--- config.mk ---
export PLATFORM = sky130hd
export DESIGN_NAME = opcode_fetch
export DESIGN_NICKNAME = d
export VERILOG_FILES = /design/src/rtl/opcode_fetch.sv
export SDC_FILE = /design/constraint.sdc
export NUM_CORES = 1
export LEC_CHECK = 0
export BUFFER_PORTS_ARGS = -buffer_cell sky130_fd_sc_hd__buf_2
export CORE_MARGIN = 1.5
export CORE_UTILIZATION = 50
export CTS_BUF_LIST = sky130_fd_sc_hd__clkbuf_16
export CTS_CLUSTER_DIAMETER = 30
export CTS_CLUSTER_SIZE = 10
export DETAILED_ROUTE_END_ITERATION = 6
export HOLD_SLACK_MARGIN = 0.02
export PLACE_DENSITY = 0.93
export SKIP_LAST_GASP = 1
export SYNTH_ARGS = -nofsm -noshare
export SYNTH_HDL_FRONTEND = slang
export SYNTH_SLANG_ARGS = --single-unit
--- constraint.sdc ---
create_clock -name clk -period 2.77 [get_ports clk]
set_clock_uncertainty 0.1 [all_clocks]
set_input_delay 0.277 -clock clk [delete_from_list [all_inputs] [get_ports clk]]
set_output_delay 0.277 -clock clk [all_outputs]
set_load 0.02 [all_outputs]
--- src/rtl/opcode_fetch.sv ---
// Fetches a 2-byte big-endian CHIP-8 opcode at pc from byte RAM and holds it for decode; optional ILLEGAL_OP_CHECK_EN flags illegal opcodes.
// Latency: 2*MEM_LAT+2 cycles from REQ_HI entry to op_valid; at most one opcode per 2*MEM_LAT+3 cycles.
// Backpressure: opcode held in VALID until op_valid&op_ready; stall to the PC stage stays high until that consume cycle.
module opcode_fetch #(
    parameter int ADDR_W  = 12,
    parameter int MEM_LAT = 1
) (
    input  logic              clk,
    input  logic              rst,
    input  logic [15:0]       pc,
    input  logic              flush,
    output logic              stall,
    output logic [ADDR_W-1:0] mem_addr,
    output logic              mem_rd,
    input  logic [7:0]        mem_rdata,
    output logic              op_valid,
    input  logic              op_ready,
    output logic [15:0]       opcode,
    output logic [15:0]       op_pc,
    output logic [3:0]        op_x,
    output logic [3:0]        op_y,
    output logic [3:0]        op_n,
    output logic [7:0]        op_nn,
    output logic [11:0]       op_nnn,
    output logic              pc_fault,
    output logic              op_illegal
);

    localparam logic [2:0] REQ_HI  = 3'd0;
    localparam logic [2:0] WAIT_HI = 3'd1;
    localparam logic [2:0] REQ_LO  = 3'd2;
    localparam logic [2:0] WAIT_LO = 3'd3;
    localparam logic [2:0] VALID   = 3'd4;
    localparam logic [2:0] FAULT   = 3'd5;

    localparam logic [1:0] LAST = 2'(MEM_LAT - 1);

    logic [2:0]        state;
    logic [2:0]        state_nxt;
    logic [1:0]        cnt;
    logic              cnt_last;
    logic              pc_bad;
    logic              flush_act;
    logic [ADDR_W-1:0] addr_q;

    assign cnt_last  = (cnt == LAST);
    assign flush_act = flush && (state != FAULT);
    // Last byte of the space is odd, but the explicit all-ones test keeps intent clear.
    assign pc_bad    = pc[0] || (pc[15:ADDR_W] != '0) || (&pc[ADDR_W-1:0]);

    always_comb begin
        state_nxt = state;
        case (state)
            REQ_HI:  state_nxt = pc_bad ? FAULT : WAIT_HI;
            WAIT_HI: if (cnt_last) state_nxt = REQ_LO;
            REQ_LO:  state_nxt = WAIT_LO;
            WAIT_LO: if (cnt_last) state_nxt = VALID;
            VALID:   if (op_ready) state_nxt = REQ_HI;
            FAULT:   state_nxt = FAULT;
            default: state_nxt = REQ_HI;
        endcase
        if (flush_act) begin
            state_nxt = REQ_HI;
        end
    end

    always_ff @(posedge clk or negedge rst) begin
        if (!rst) begin
            state    <= REQ_HI;
            cnt      <= 2'd0;
            opcode   <= 16'h0000;
            op_pc    <= 16'h0000;
            pc_fault <= 1'b0;
            addr_q   <= '0;
        end else begin
            state  <= state_nxt;
            addr_q <= mem_addr;
            if (flush_act) begin
                cnt <= 2'd0;
            end else if (state == WAIT_HI || state == WAIT_LO) begin
                cnt <= cnt_last ? 2'd0 : cnt + 2'd1;
            end
            // A flushed read is never latched, so late data of an aborted fetch cannot land.
            if (!flush_act && cnt_last && state == WAIT_HI) begin
                opcode[15:8] <= mem_rdata;
            end
            if (!flush_act && cnt_last && state == WAIT_LO) begin
                opcode[7:0] <= mem_rdata;
            end
            if (state == REQ_HI) begin
                op_pc <= pc;
            end
            if (state == REQ_HI && pc_bad && !flush_act) begin
                pc_fault <= 1'b1;
            end
        end
    end

    always_comb begin
        mem_addr = addr_q;
        case (state)
            REQ_HI:  mem_addr = pc[ADDR_W-1:0];
            REQ_LO:  mem_addr = {op_pc[ADDR_W-1:1], 1'b1};
            default: mem_addr = addr_q;
        endcase
    end

    assign mem_rd   = rst && (state == REQ_HI || state == REQ_LO);
    assign op_valid = (state == VALID);
    assign stall    = !(op_valid && op_ready);

    assign op_x   = opcode[11:8];
    assign op_y   = opcode[7:4];
    assign op_n   = opcode[3:0];
    assign op_nn  = opcode[7:0];
    assign op_nnn = opcode[11:0];

`ifdef ILLEGAL_OP_CHECK_EN
    logic illegal;

    always_comb begin
        illegal = 1'b0;
        case (opcode[15:12])
            4'h5: illegal = (op_n != 4'h0);
            4'h8: illegal = (op_n >= 4'h8) && (op_n != 4'hE);
            4'h9: illegal = (op_n != 4'h0);
            4'hE: illegal = (op_nn != 8'h9E) && (op_nn != 8'hA1);
            4'hF: begin
                case (op_nn)
                    8'h07, 8'h0A, 8'h15, 8'h18, 8'h1E,
                    8'h29, 8'h33, 8'h55, 8'h65: illegal = 1'b0;
                    default:                    illegal = 1'b1;
                endcase
            end
            default: illegal = 1'b0;
        endcase
    end

    assign op_illegal = op_valid && illegal;
`else
    assign op_illegal = 1'b0;
`endif

endmodule

==> results.txt <==
The flow ran to the end, and the final reports show no timing, DRC or antenna violations. The number of port buffers is 107. The cell accounting for the most synthesized area is sky130_fd_sc_hd__dfrtp_1. After synthesis, the mean cell area works out to 12.52 um^2.

After synthesis, the cell types taking the most area are sky130_fd_sc_hd__dfrtp_1 52%, sky130_fd_sc_hd__buf_4 11%, sky130_fd_sc_hd__mux2_2 10%. The area fraction in compound gates after synthesis is 4.920%. The level count of the clock H-tree is 2.

The number of buffers added by the clock tree synthesis step came out at 5. Of all nets on the critical path, the largest fanout is 26. The die covers 5258 um^2. Leaving out fill and tap cells, the most frequent cell in the layout is sky130_fd_sc_hd__buf_2.

The count of state elements after synthesis is 50. The number of hold buffers added after CTS was 0. Counting along the longest clock path gives a buffer depth of 2.

The number of diodes added for antenna fixing is 0. The number of buffer and inverter stages on the critical path came out at 1. The number of cells upsized or downsized after cts came out at 0. The area of the placeable core came out at 4692 um^2.

Wires add up to 4.299 mm. After clock tree synthesis, the clock-pin slew on the worst setup and hold paths is 0.06 ns. The share of synthesized area occupied by flip-flops and latches is 51.79%. The synthesis-to-finish area growth is 17.97%. The floorplan step set the die width to 72.52 um. In this run the cell area measured after placement is 2713 um^2.

The pre-antenna-repair detailed-routing pass consisted of 4 iterations. The required time at the worst-slack endpoint came out at 2.39 ns. The cell family contributing the most delay on the critical path is simple AND/OR/NAND/NOR gates.

TritonCTS built the clock tree. Of the total synthesized cell area, the portion taken by AND, OR, NAND and NOR gates is 6.473%. The proportion of layout cells with a drive suffix above 1 is 55.39%. The worst setup path is captured at an output port. In this run the tightest slew margin relative to its limit is 42.09%. The fraction of synthesized cell area in xor and xnor cells came out at 0.3625%. After synthesis the cells add up to 2416 um^2. The hold violation total from the final report came out at 0. The worst setup path is of the register to output port kind. In this run, distinct cell masters in the synthesized netlist total 28. For this run, design rule violations remaining after detail routing come to 0. The number of slew-limit violations in the final report came out at 0. The static leakage came out at 1.482 nW. The clock latency of the later-clocked register in the worst-skew pair is 0.28 ns. The minimum clock period came out at 2.389 ns.

The global-route wire length before repair came out at 6.486 mm. The number of antenna violations at the first check in global routing is 0. The final clock period utilization by the worst path came out at 86.26%. The average wire per standard cell came out at 13.31 um. The data arrival time at the worst-slack endpoint is 2.01 ns.

On the worst path, the slowest cell contributes a delay of 0.72 ns. The floorplan step set the die height to 72.52 um. The finished layout cell area came out at 2850 um^2. Setup violations remaining at the end of the flow were counted as 0. Setup repair after global routing left no endpoint under its margin.

The net count after synthesis is 223. The path class of the tightest hold or removal check is input port to asynchronous set/reset pin. The via count normalized by instance count is 4.963. The fmax is 418.5 MHz. For this run, the post-layout net count is 298.

For this design the ratio of total power to cell area is 1433 nW/um^2. The area share of fa/ha/maj cells after synthesis is 1.036%. The row count came out at 25. The number of design-rule violations left by the first detailed-router iteration is 67. The slew at the pin with the worst max-slew slack is 0.8686 ns.

For the final routed database, the setup TNS stands at 0 ns. The global-route usage over all layers is 16.07%. The remaining number of nets flagged by the antenna check after routing came out at 0. The pin count of the biggest net entering global routing came out at 51. Buffers added to address setup during post-CTS repair amount to 0.

Summing over every cut layer, the via total after detailed routing is 1,603. The proportion of netlist area held by the largest area contributor came out at 51.79%. Clock tree synthesis selected as its root buffer the cell sky130_fd_sc_hd__clkbuf_16.

The total of max-cap violations came out at 0. The flop-to-flop setup slack is 0.66 ns. Among all stages on the critical path, the largest delay is contributed by sky130_fd_sc_hd__or2_1.

The CTS sink count came out at 50. Walking the worst path, the cells encountered are or2_1, o21ai_0, buf_2. The half-perimeter wire length after placement is 3.215 mm.

Routability-driven placement finished with a final weighted congestion of 0.7106. The via count of the first global-routing pass came out at 1,406. The nature of the critical path startpoint is a register. After global routing the overflow that remains totals 0. The post-synthesis mux area share is 21.03%. The cell count after synthesis came out at 193. In the layout the commonest cells are 107 x sky130_fd_sc_hd__buf_2, 50 x sky130_fd_sc_hd__dfrtp_1, 22 x sky130_fd_sc_hd__mux2_2, 13 x sky130_fd_sc_hd__nand2_1, 13 x sky130_fd_sc_hd__o21ai_0. The initial utilization of the core area, before any placement, comes to 51.49%. The synthesis warning total is 0. The largest family of logic cells by synthesized area is multiplexers.

IR analysis of the VDD net gives a maximum drop of 0.0007388 V. The total I/O pin count came out at 109.
## worst register-to-register path: cells and delay by family, from the launching register on
| kind | cells | cell delay [ns] |
|---|---|---|
| mux | 1 | 0.39 |
| simple gates | 2 | 1.04 |
| flops | 1 | 0.47 |
## through the flow
| step | utilization [%] | total power, mW | hold slack [ns] | std cells | setup WS [ns] |
|---|---|---|---|---|---|
| 2_1_floorplan | - | 3.191 | -0.1186 | 193 | 0.8286 |
| 3_3_place_gp | 57.81 | 3.501 | 0.3301 | 315 | 0.7063 |
| 3_5_place_dp | 57.81 | 3.560 | 0.3439 | 315 | 0.6329 |
| 4_1_cts | 60.75 | 4.141 | 0.04308 | 323 | 0.3492 |
| 5_1_grt | 60.75 | 4.342 | 0.08498 | 323 | 0.1373 |
| 6_report | 60.75 | 4.084 | 0.01554 | 323 | 0.3807 |
## logic make-up after synthesis
family | after synthesis
buf+inv | 47
compound gates | 20
flops | 50
xor+xnor | 1
mux | 43
simple gates | 29
fa+ha+maj | 2
other cells | 1
## sequential cells by signal, indices dropped and copies added, names as in the netlist
| signal | cells |
|---|---|
| addr_q | 12 |
| opcode | 16 |
| pc_fault | 1 |
| state | 3 |
| cnt | 2 |
| op_pc | 16 |
## metal layers
| layer | wire length [um] | GRT usage (%) |
|---|---|---|
| met2 | 2233 | 28.09 |
| met4 | 19 | 3.564 |
| met1 | 1789 | 19.33 |
| met3 | 257 | 5.278 |
| met5 | 0 | 0 |
## power by group
group,switching [mW],internal (mW),leakage (nW)
combinational,1.35,0.864,0.804
clock,0.234,0.326,0.0724
sequential,0.240,1.07,0.606
## worst paths after layout
kind / startpoint / endpoint / cells past startpoint
max in group asynchronous: rst / opcode[2] / 2
max reg2reg: state[0] / op_pc[2] / 3
min: rst / op_pc[8] / 2
min reg2reg: pc_fault / pc_fault / 1
max: state[0] / mem_addr[11] / 3
min in group clk: pc[1] / op_pc[1] / 2
## cell usage after synthesis
cell                        count
sky130_fd_sc_hd__buf_6          3
sky130_fd_sc_hd__nor2_2         1
sky130_fd_sc_hd__clkbuf_1       2
sky130_fd_sc_hd__or2_1          2
sky130_fd_sc_hd__buf_12         1
sky130_fd_sc_hd__nand2_1       13
sky130_fd_sc_hd__nor3_1         3
sky130_fd_sc_hd__mux2_2        22
sky130_fd_sc_hd__buf_4         34
sky130_fd_sc_hd__mux2_4        10
sky130_fd_sc_hd__or4_1          1
sky130_fd_sc_hd__nor2_8         1
sky130_fd_sc_hd__conb_1         1
sky130_fd_sc_hd__nand3_1        1
sky130_fd_sc_hd__a22o_1         5
sky130_fd_sc_hd__dfrtp_1       50
sky130_fd_sc_hd__nand2b_1       1
sky130_fd_sc_hd__nand4bb_1      1
sky130_fd_sc_hd__ha_1           2
sky130_fd_sc_hd__a21oi_1        2
sky130_fd_sc_hd__buf_2          1
sky130_fd_sc_hd__mux2i_1       11
sky130_fd_sc_hd__xnor2_1        1
sky130_fd_sc_hd__inv_1          6
sky130_fd_sc_hd__o21ai_0       13
sky130_fd_sc_hd__nor2_1         3
sky130_fd_sc_hd__nor2b_1        1
sky130_fd_sc_hd__nor4_1         1
## area by class of cell
class                           count  area (um^2)
Fill cell                         361         1842
Sequential cell                    50         1251
Multi-Input combinational cell     96        820.8
Timing Repair Buffer              109        550.5
Clock buffer                        5        125.1
Tap cell                           54        67.56
Inverter                            6        22.52
Clock inverter                      3        12.51
(Power assumes the default switching activity.)
